[src/rtl/sel_mux_stage_if.sv]
// Handshake bundle for sel_mux_stage: upstream select/offer side, downstream output side, and squash.
// The master modport is the environment driving the stage; the slave modport is the stage itself.
interface sel_mux_stage_if #(
  parameter int NBITS   = 32,
  parameter int NINPUTS = 4,
  parameter int SELW    = 2
);
  logic [NINPUTS*NBITS-1:0] in_data;
  logic [SELW-1:0]          sel;
  logic                     in_valid;
  logic                     in_ready;
  logic                     flush;
  logic [NBITS-1:0]         out_data;
  logic                     out_valid;
  logic                     out_ready;
  logic                     sel_err;

  modport master (
    output in_data,
    output sel,
    output in_valid,
    output flush,
    output out_ready,
    input  in_ready,
    input  out_data,
    input  out_valid,
    input  sel_err
  );

  modport slave (
    input  in_data,
    input  sel,
    input  in_valid,
    input  flush,
    input  out_ready,
    output in_ready,
    output out_data,
    output out_valid,
    output sel_err
  );
endinterface

[src/rtl/sel_mux_stage.sv]
// N-way operand select with a registered output, a one-entry skid buffer and synchronous flush.
// Output register plus skid register behave as a 2-entry in-order FIFO; in_ready is registered.
module sel_mux_stage #(
  parameter int NBITS   = 32,
  parameter int NINPUTS = 4,
  parameter int SELW    = 2
) (
  input logic             clk_i,
  input logic             rst_i,
  sel_mux_stage_if.slave  bus
);

  typedef struct packed {
    logic [NBITS-1:0] data;
    logic             err;
  } entry_t;

  // Out-of-range selects yield an all-zero word flagged as an error.
  function automatic entry_t select_word(
    input logic [NINPUTS*NBITS-1:0] words,
    input logic [SELW-1:0]          idx
  );
    entry_t e;
    e.data = {NBITS{1'b0}};
    e.err  = 1'b1;
    for (int i = 0; i < NINPUTS; i++) begin
      if (idx == SELW'(i)) begin
        e.data = words[i*NBITS +: NBITS];
        e.err  = 1'b0;
      end
    end
    return e;
  endfunction

  entry_t or_q, or_d;
  entry_t sk_q, sk_d;
  logic   or_valid_q, or_valid_d;
  logic   sk_valid_q, sk_valid_d;
  logic   in_ready_q, in_ready_d;

  entry_t new_s;
  logic   accept_s;
  logic   drain_s;

  // Input selection and handshake qualifiers; a flush cycle never accepts.
  always_comb begin
    new_s    = select_word(bus.in_data, bus.sel);
    accept_s = bus.in_valid && in_ready_q && !bus.flush;
    drain_s  = or_valid_q && bus.out_ready;
  end

  // Next-state for the output and skid entries.
  always_comb begin
    or_d       = or_q;
    sk_d       = sk_q;
    or_valid_d = or_valid_q;
    sk_valid_d = sk_valid_q;
    if (bus.flush) begin
      or_valid_d = 1'b0;
      sk_valid_d = 1'b0;
    end else if (!or_valid_q || drain_s) begin
      if (sk_valid_q) begin
        or_d       = sk_q;
        or_valid_d = 1'b1;
        sk_valid_d = 1'b0;
      end else if (accept_s) begin
        or_d       = new_s;
        or_valid_d = 1'b1;
      end else begin
        or_valid_d = 1'b0;
      end
    end else begin
      // Output held: a newly accepted entry parks in the skid register.
      if (accept_s) begin
        sk_d       = new_s;
        sk_valid_d = 1'b1;
      end else begin
        sk_valid_d = sk_valid_q;
      end
    end
    in_ready_d = !sk_valid_d;
  end

  // State registers with synchronous reset.
  always_ff @(posedge clk_i) begin
    if (rst_i) begin
      or_q       <= '{data: {NBITS{1'b0}}, err: 1'b0};
      sk_q       <= '{data: {NBITS{1'b0}}, err: 1'b0};
      or_valid_q <= 1'b0;
      sk_valid_q <= 1'b0;
      in_ready_q <= 1'b1;
    end else begin
      or_q       <= or_d;
      sk_q       <= sk_d;
      or_valid_q <= or_valid_d;
      sk_valid_q <= sk_valid_d;
      in_ready_q <= in_ready_d;
    end
  end

  assign bus.out_data  = or_q.data;
  assign bus.sel_err   = or_q.err;
  assign bus.out_valid = or_valid_q;
  assign bus.in_ready  = in_ready_q;

endmodule

[src/flat_wrapper.sv]
// flat-port wrapper written by rule: the top's interface ports become plain ports
module sel_mux_stage_flat 
#(
  parameter int NBITS   = 32,
  parameter int NINPUTS = 4,
  parameter int SELW    = 2
)
  (clk_i, rst_i, bus_in_data, bus_sel, bus_in_valid, bus_flush, bus_out_ready, bus_in_ready, bus_out_data, bus_out_valid, bus_sel_err);
  sel_mux_stage_if #(.NBITS(NBITS), .NINPUTS(NINPUTS), .SELW(SELW)) bus_i ();
  input logic clk_i;
  input logic rst_i;
  input wire logic [$bits(bus_i.in_data)-1:0] bus_in_data;
  input wire logic [$bits(bus_i.sel)-1:0] bus_sel;
  input wire logic [$bits(bus_i.in_valid)-1:0] bus_in_valid;
  input wire logic [$bits(bus_i.flush)-1:0] bus_flush;
  input wire logic [$bits(bus_i.out_ready)-1:0] bus_out_ready;
  output wire logic [$bits(bus_i.in_ready)-1:0] bus_in_ready;
  output wire logic [$bits(bus_i.out_data)-1:0] bus_out_data;
  output wire logic [$bits(bus_i.out_valid)-1:0] bus_out_valid;
  output wire logic [$bits(bus_i.sel_err)-1:0] bus_sel_err;
  assign bus_i.in_data = bus_in_data;
  assign bus_i.sel = bus_sel;
  assign bus_i.in_valid = bus_in_valid;
  assign bus_i.flush = bus_flush;
  assign bus_i.out_ready = bus_out_ready;
  assign bus_in_ready = bus_i.in_ready;
  assign bus_out_data = bus_i.out_data;
  assign bus_out_valid = bus_i.out_valid;
  assign bus_sel_err = bus_i.sel_err;
  sel_mux_stage #(.NBITS(NBITS), .NINPUTS(NINPUTS), .SELW(SELW)) u_core (.clk_i(clk_i), .rst_i(rst_i), .bus(bus_i));
endmodule
[config.mk]
export PLATFORM = sky130hd
export DESIGN_NAME = sel_mux_stage_flat
export DESIGN_NICKNAME = d
export VERILOG_FILES = /design/src/rtl/sel_mux_stage_if.sv /design/src/rtl/sel_mux_stage.sv /design/src/flat_wrapper.sv
export SDC_FILE = /design/constraint.sdc
export NUM_CORES = 1
export LEC_CHECK = 0
export ABC_AREA = 1
export CELL_PAD_IN_SITES_DETAIL_PLACEMENT = 0
export CELL_PAD_IN_SITES_GLOBAL_PLACEMENT = 1
export CORE_MARGIN = 8
export CORE_UTILIZATION = 27
export DETAILED_ROUTE_END_ITERATION = 6
export PLACE_DENSITY_LB_ADDON = 0.25
export SETUP_SLACK_MARGIN = 0.15
export SLEW_MARGIN = 0
export SYNTH_ARGS = -nofsm -noshare
export SYNTH_HDL_FRONTEND = slang
export SYNTH_SLANG_ARGS = --single-unit
[constraint.sdc]
create_clock -name clk_i -period 1 [get_ports clk_i]
set_input_delay 0.2 -clock clk_i [delete_from_list [all_inputs] [get_ports clk_i]]
set_output_delay 0.2 -clock clk_i [all_outputs]
set_load 0.01 [all_outputs]
# After elaboration in Yosys (flattened, before gate mapping)
# Cells that the tools add are included.
[totals]
ff_bits = 69
in_bits = 135
[classes]
eq_ne = 3
muxes = 11
n_bitwise = 2
n_reduce_logical = 12
[ops]
columns = ["operator", "n"]
rows = [
  ["$mux 33", 6],
  ["$reduce_and 3->1", 2],
  ["$mux 1", 5],
  ["$eq 2x2->1 const B", 2],
  ["$logic_and 1x1->1", 3],
  ["$logic_not 1->1", 3],
  ["$eq 2x1->1 const B", 1],
  ["$logic_not 2->1", 1],
  ["$not 1->1", 2],
  ["$reduce_bool 2->1", 1],
  ["$reduce_or 2->1", 1],
  ["$logic_or 1x1->1", 1],
]

# Logic depth before layout (Yosys ltp)
# Gate-level depths: netlist of the first run.
[logic_depth]
ltp_word = 7
depth_mapped = 9

# Least setup slack after synthesis of the first run
# Ideal clock, no wire load.
[synth_timing]
kind = "register -> register"
startpoint = "register u_core.or_valid_q, in the netlist u_core.bus.out_valid"
endpoint = "register u_core.or_q, in the netlist u_core.bus.out_data[25]"
setup_time_ns = 0.116
t_arrival_ns = 1.041
t_required_ns = 0.884
slack_ns = -0.157
path_stages_with_launch = 7
path_buffers = 2
path_cell_list = "dfxtp_1 a21oi_1 nand2_2 buf_6 buf_6 nor2_1 a21oi_2"
[synth_via]
elab_chain_len = 3
elab_cells_between_ends = 4
classes_between = "reduce/logical: 4"
[synth_rtl]
columns = ["element", "line_no", "rtl"]
rows = [
  ["start, declared", "sel_mux_stage.sv:37", "logic or_valid_q, or_valid_d;"],
  ["start signal, assigned", "sel_mux_stage.sv:95", "or_valid_q <= or_valid_d;"],
  ["$logic_not 1->1 / $logic_and 1x1->1 (equally long branches)", "sel_mux_stage.sv:61, sel_mux_stage.sv:49", ""],
  ["$logic_or 1x1->1 (*)", "sel_mux_stage.sv:61", "end else if (!or_valid_q || drain_s) begin"],
  ["$reduce_and 3->1 (no source line) (*)", "--", ""],
  ["end signal, assigned", "sel_mux_stage.sv:87", "or_q <= '{data: {NBITS{1'b0}}, err: 1'b0};"],
  ["end signal, assigned", "sel_mux_stage.sv:93", "or_q <= or_d;"],
  ["end, declared", "sel_mux_stage.sv:35", "entry_t or_q, or_d;"],
]
# Every way passes the cells marked *; elsewhere a longest branch is shown, timed or not.
# A chain may end at the register's enable or synchronous reset.

# Final worst setup path of the first run
[layout_timing]
startpoint = "register u_core.in_ready_q, in the netlist u_core.bus.in_ready"
endpoint = "output port bus_in_ready"
[layout_lines]
columns = ["element", "line_no", "rtl"]
rows = [
  ["start, declared", "sel_mux_stage.sv:39", "logic in_ready_q, in_ready_d;"],
  ["start signal, assigned", "sel_mux_stage.sv:97", "in_ready_q <= in_ready_d;"],
  ["end, declared", "flat_wrapper.sv:17", "output wire logic [$bits(bus_i.in_ready)-1:0] bus_in_ready;"],
]
# No word-level cell between the ends.

==> results of run 1 <==
layout make-up:
type	instances	share of cell area
Clock buffer	10	0.0298
Inverter	71	0.0357
Sequential cell	69	0.187
Tap cell	216	0.0352
Multi-Input combinational cell	466	0.374
Timing Repair Buffer	224	0.325
Clock inverter	5	0.0130
power groups by stage:
| stage | Sequential (mW) | Clock, mW | Combinational (mW) |
|---|---|---|---|
| after floorplan | 2.97 | 0 | 0.788 |
| after global placement | 2.94 | 0 | 1.70 |
| after detailed placement | 2.94 | 0 | 1.71 |
| after CTS | 2.90 | 3.69 | 1.79 |
| after global routing | 2.91 | 3.80 | 2.23 |
| final | 2.90 | 3.60 | 2.04 |
routing by layer:
layer  track usage  up-vias  wire (um)
li1              -     2474          -
met4        0.0587        0        328
met1         0.192     2350       7700
met5             0        -          0
met2         0.277      121       8540
met3        0.0295       20        732
cells in the final DEF, fill, tap and decap left out, types with 33 or more instances in the layout:
master / n
buf_6: 38
a21oi_2: 37
clkdlybuf4s50_1: 128
dfxtp_2: 33
dfxtp_1: 33
nand2_1: 113
nand2_2: 33
inv_1: 66
nand3_1: 74
o21ai_1: 33
worst max-delay path, cell delays in order (launching register included):
cell and delay, ns:
dfxtp_4 0.35, buf_4 0.13, buf_6 0.11, buf_6 0.11
per-stage QoR:
step	total power [mW]	util	instances
finish	8.55	0.487	1061
CTS	8.38	0.445	1046
detailed placement	4.65	0.403	1021
global route	8.93	0.487	1061
floorplan	3.76	-	652
global placement	4.63	0.403	1021
repair_timing:
action                                  4_1_cts  5_1_grt
pin swaps                                     2        8
gates cloned                                  4        7
buffers inserted                              6        8
endpoints found under the setup margin      104      102
gates resized for setup                     239      128
final timing paths:
| kind | start | to | slack, ns | cells after the start |
|---|---|---|---|---|
| max | u_core.bus.in_ready | bus_in_ready | -0.22 | 3 |
| max reg2reg | u_core.bus.out_valid | u_core.bus.out_data[14] | -0.22 | 7 |
| min | bus_out_ready | u_core.bus.out_valid | 0.25 | 4 |
| min reg2reg | u_core.sk_q[0] | u_core.sk_q[0] | 0.47 | 2 |
sequential cells by signal (all words and copies together) (netlist names):
signal	flops
u_core.sk_q	33
u_core.bus.out_valid	1
u_core.bus.sel_err	1
u_core.bus.out_data	32
u_core.bus.in_ready	1
u_core.sk_valid_q	1
logic make-up after synthesis:
family          after synthesis
simple gates                335
compound gates              130
buf+inv                     118
flops                        69
==> flow_metrics.py, run 1 <==
metrics = {
    "outcome": {
        "outcome": "complete, but fails checks",
        "violations": "setup timing",
    },
    "die": {
        "die_y_um": 143,
        "num_rows": 46,
        "design.core.area_um2": 15800,
        "initial_core_util": 0.274,
        "num_io_pins": 170,
        "die_area_um2": 20300,
        "die_w_um": 143,
    },
    "sta": {
        "period_needed_ns": 1.22,
        "setup_viol": 68,
        "rsz0062_at_grt": "true",
        "final.setup.tns_ns": -11.14,
        "worst_pin_slew_ns": 0.399,
        "finClkSkew_ns": 0.00814,
        "slew_headroom": 0.731,
        "fmax_ghz": 0.819,
        "timing.final.crit_share": 1.22,
        "hold_violations": 0,
        "final_max_slew_viol_count": 0,
        "whs_ns": 0.247,
        "worst_slack_ns": -0.222,
    },
    "detailed_routing": {
        "drc_errors": 0,
        "vias_per_cell": 4.68,
        "drt_wl_total_um": 17300,
        "postRouteAntennaNets": 0,
        "wl_per_cell_um": 16.3,
        "dr.first_iter.drc_count": 202,
        "num_vias": 4965,
        "first_pass_iters": 4,
    },
    "synth": {
        "synth_xor_area_frac": 0,
        "synthTopCellsByCount": "nand2_1 (165), nand3_1 (74), dfxtp_1 (69)",
        "synth.avg_cell_area_um2": 6.63,
        "async_flop_share": 0,
        "synthMuxAreaShare": 0,
        "yosysSeqAreaShare": 0.320,
        "yosys.cell_count.top_type": "nand2_1",
        "synthCells": 652,
        "synthTopCellsByArea": "dfxtp_1 (32%), nand2_1 (14%), nand3_1 (8.6%)",
        "synthAdderAreaFrac": 0,
        "synth_top_area_frac": 0.320,
        "synth_top_family_by_area": "simple AND/OR/NAND/NOR gates",
        "ys_seq_elements": 69,
        "syn-cell-area_um2": 4320,
        "synth_fp_nets": 787,
        "yosys.area.top_type": "dfxtp_1",
        "synth-compound-area-share": 0.163,
        "synth-main-ff-cell": "dfxtp_1",
        "yosys.area_share.simple": 0.373,
        "yosysUniqueCellTypes": 24,
        "ys_warn_count": 0,
        "synth_edf_count": 0,
    },
    "clocking": {
        "clkLatencyLatePin_ns": 0.33,
        "root_buffer": "clkbuf_16",
        "clock_path_buffers": 2,
        "cts_buffers": 9,
        "cts_hold_buf": 0,
        "numClockSinks": 69,
        "cts.htree.levels": 3,
        "cts_tree": "built",
        "clk_pin_slew_ns": 0.06,
    },
    "power": {
        "worst_ir_drop_vdd_mv": 0.851,
        "power.density_nw_per_um2": 1110,
        "sw_frac_of_total": 0.254,
        "intPower_mw": 6.37,
        "p_comb_frac": 0.239,
        "power.static_leakage_nw": 3.49,
        "p_sw_mw": 2.17,
        "p_clk_frac": 0.421,
        "p_seq_frac": 0.340,
    },
    "global_routing": {
        "grt_max_degree": 29,
        "grt_pass1_wl_um": 25500,
        "grt_overflow": 0,
        "grt_usage": 0.160,
        "grt_pass1_vias": 4914,
        "antenna_found_initial": 0,
    },
    "critical_path": {
        "crit_fanout": 2,
        "required_ns": 0.80,
        "startpoint_type": "register",
        "cp.arrival_ns": 1.02,
        "worst_setup_path_end_kind": "output port",
        "path_class": "register to output port",
    },
    "job": {
        "maxCapViolations": 0,
    },
    "place": {
        "placed_area_um2": 6350,
        "dpl.hpwl_um": 11700,
        "port_buffers": 169,
        "place_ws_ns": -0.574,
        "routabilityCongestion": 0.796,
    },
    "finish": {
        "drive_gt1_frac": 0.367,
        "diodes": 0,
        "multi_input_area_um2": 2870,
        "fillers": 1558,
        "post-route-cell-area_um2": 7680,
        "regArea_um2": 1430,
        "synthToLayoutAreaGrowth_pct": 77.6,
        "fin_nets": 976,
    },
    "worst_hold_path": {
        "min_path_type": "input pin to register",
    },
}
No activity file was read; power rests on OpenSTA's default activity.
==> inputs of run 2 (changes only) <==
Settings changed: SETUP_SLACK_MARGIN 0.15 to 0.5.
==> run 2 against run 1 <==
The flow still finishes with violations (setup timing). Cell count barely moved. Power decreased by 8.5%. Utilization down 1.2 points. Worst setup slack got worse by 0.031 ns. Critical path depth increased by 5. Clock skew decreased by 0.0015 ns. Largest cell class unchanged.
==> flow_metrics.py, run 2 (synthesis results as in run 1) <==
metrics = {
    "outcome": {
        "outcome": "complete, but fails checks",
        "violations": "setup timing",
    },
    "job": {
        "maxCapViolations": 0,
    },
    "clocking": {
        "cts_buffers": 9,
        "cts.htree.levels": 3,
        "clk_pin_slew_ns": 0.06,
        "clock_path_buffers": 2,
        "cts_tree": "built",
        "root_buffer": "clkbuf_16",
        "clkLatencyLatePin_ns": 0.34,
        "cts_hold_buf": 0,
        "numClockSinks": 69,
    },
    "die": {
        "die_area_um2": 20300,
        "die_y_um": 143,
        "num_rows": 46,
        "die_w_um": 143,
        "num_io_pins": 170,
        "initial_core_util": 0.274,
        "design.core.area_um2": 15800,
    },
    "critical_path": {
        "startpoint_type": "register",
        "cp.arrival_ns": 1.51,
        "cp_cell_sequence": "nand3_4 > nand2_4 > nand2_8 > buf_6 > clkbuf_16 > nand2_2 > nand2_1 > a21oi_1",
        "worst_setup_path_end_kind": "register",
        "required_ns": 1.26,
        "path_buf_inv": 2,
        "path_class": "register to register",
        "critical-path-top-delay-family": "simple AND/OR/NAND/NOR gates",
        "crit_fanout": 8,
        "slowest_stage": "dfxtp_4",
        "max_stage_delay_ns": 0.35,
    },
    "place": {
        "dpl.hpwl_um": 11700,
        "routabilityCongestion": 0.814,
        "dp_cells": 1020,
        "place_ws_ns": -0.592,
        "port_buffers": 169,
    },
    "detailed_routing": {
        "num_vias": 4881,
        "postRouteAntennaNets": 0,
        "first_pass_iters": 4,
        "drt_wl_total_um": 17000,
        "drc_errors": 0,
        "wl_per_cell_um": 16.0,
        "vias_per_cell": 4.60,
        "dr.first_iter.drc_count": 209,
    },
    "sta": {
        "rsz0062_at_grt": "true",
        "final_max_slew_viol_count": 0,
        "worst_pin_slew_ns": 0.348,
        "hold_violations": 0,
        "setup_viol": 68,
        "finClkSkew_ns": 0.00669,
        "fmax_ghz": 0.798,
        "timing.final.crit_share": 1.25,
        "worst_slack_ns": -0.253,
        "slew_headroom": 0.768,
        "period_needed_ns": 1.25,
    },
    "finish": {
        "fin_nets": 977,
        "layout_commonest_cell": "clkdlybuf4s50_1",
        "drive_gt1_frac": 0.358,
        "finalNonFillerCells": 1062,
        "largest_reg_flops": 33,
        "largest_register": "u_core.sk_q",
        "final_cell_mix": "clkdlybuf4s50_1 (128), nand2_1 (115), nand3_1 (73), inv_1 (66), buf_6 (38)",
        "synthToLayoutAreaGrowth_pct": 73.1,
        "diodes": 0,
    },
    "global_routing": {
        "grt_max_degree": 38,
        "grt_pass1_wl_um": 26200,
        "grt_overflow": 0,
        "grt_pass1_vias": 4842,
        "antenna_found_initial": 0,
        "grt_usage": 0.165,
    },
    "power": {
        "power.static_leakage_nw": 3.44,
        "power.density_nw_per_um2": 1040,
        "worst_ir_drop_vdd_mv": 0.781,
    },
    "worst_hold_path": {
        "min_path_type": "input pin to register",
    },
}
run 2: timing repair:
item / in CTS / in global routing
setup buffers: 10 / 10
gates resized for setup: 261 / 85
pin swaps: 5 / 4
endpoints found under the setup margin: 104 / 104
cloned: 6 / 1
run 2: final timing paths:
| path | startpoint | to | slack, ns | cells after the start |
|---|---|---|---|---|
| max | u_core.bus.in_ready | u_core.bus.out_data[10] | -0.25 | 8 |
| min | rst_i | u_core.sk_q[26] | 0.23 | 4 |
| max reg2reg | u_core.bus.in_ready | u_core.bus.out_data[10] | -0.25 | 8 |
| min reg2reg | u_core.sk_q[0] | u_core.sk_q[0] | 0.46 | 2 |
run 2: cell type report:
class	count	area, um2
flip-flops and latches	69	1430
multi-input cells	465	2810
fillers	1577	8290
clock buffers	13	250
well taps	216	270
inverters	71	274
clock inverters	2	10.0
repair buffers	226	2440
run 2: report_power, final:
group,total (mW),switching [mW],internal [mW]
combinational,2.03,0.915,1.11
sequential,2.90,0.0577,2.84
clock,2.89,1.16,1.73
run 2: routing by layer:
metal,vias up,global-route usage,wire (um)
li1,2473,-,-
met1,2282,0.204,7720
met2,112,0.278,8210
met3,14,0.0369,815
met4,0,0.0548,263
met5,-,0,0
run 2: tightest hold or removal path: stages:
cell,delay [ns]
dlymetal6s2s_1,0.13
inv_4,0.07
o21ai_1,0.07
a21oi_1,0.05
run 2: per-stage QoR:
step / power (mW) / cell area (um2) / setup TNS [ns] / hold slack [ns] / util
5_1_grt: 8.19 / 7480 / -17.34 / 0.241 / 0.475
6_report: 7.82 / 7480 / -13.18 / 0.232 / 0.475
3_5_place_dp: 4.65 / 6350 / -38.66 / 0.447 / 0.403
4_1_cts: 7.74 / 7100 / -12.42 / 0.340 / 0.450
2_1_floorplan: 3.77 / 4490 / -4.56 / 0.356 / -
3_3_place_gp: 4.62 / 6350 / -36.97 / 0.443 / 0.403
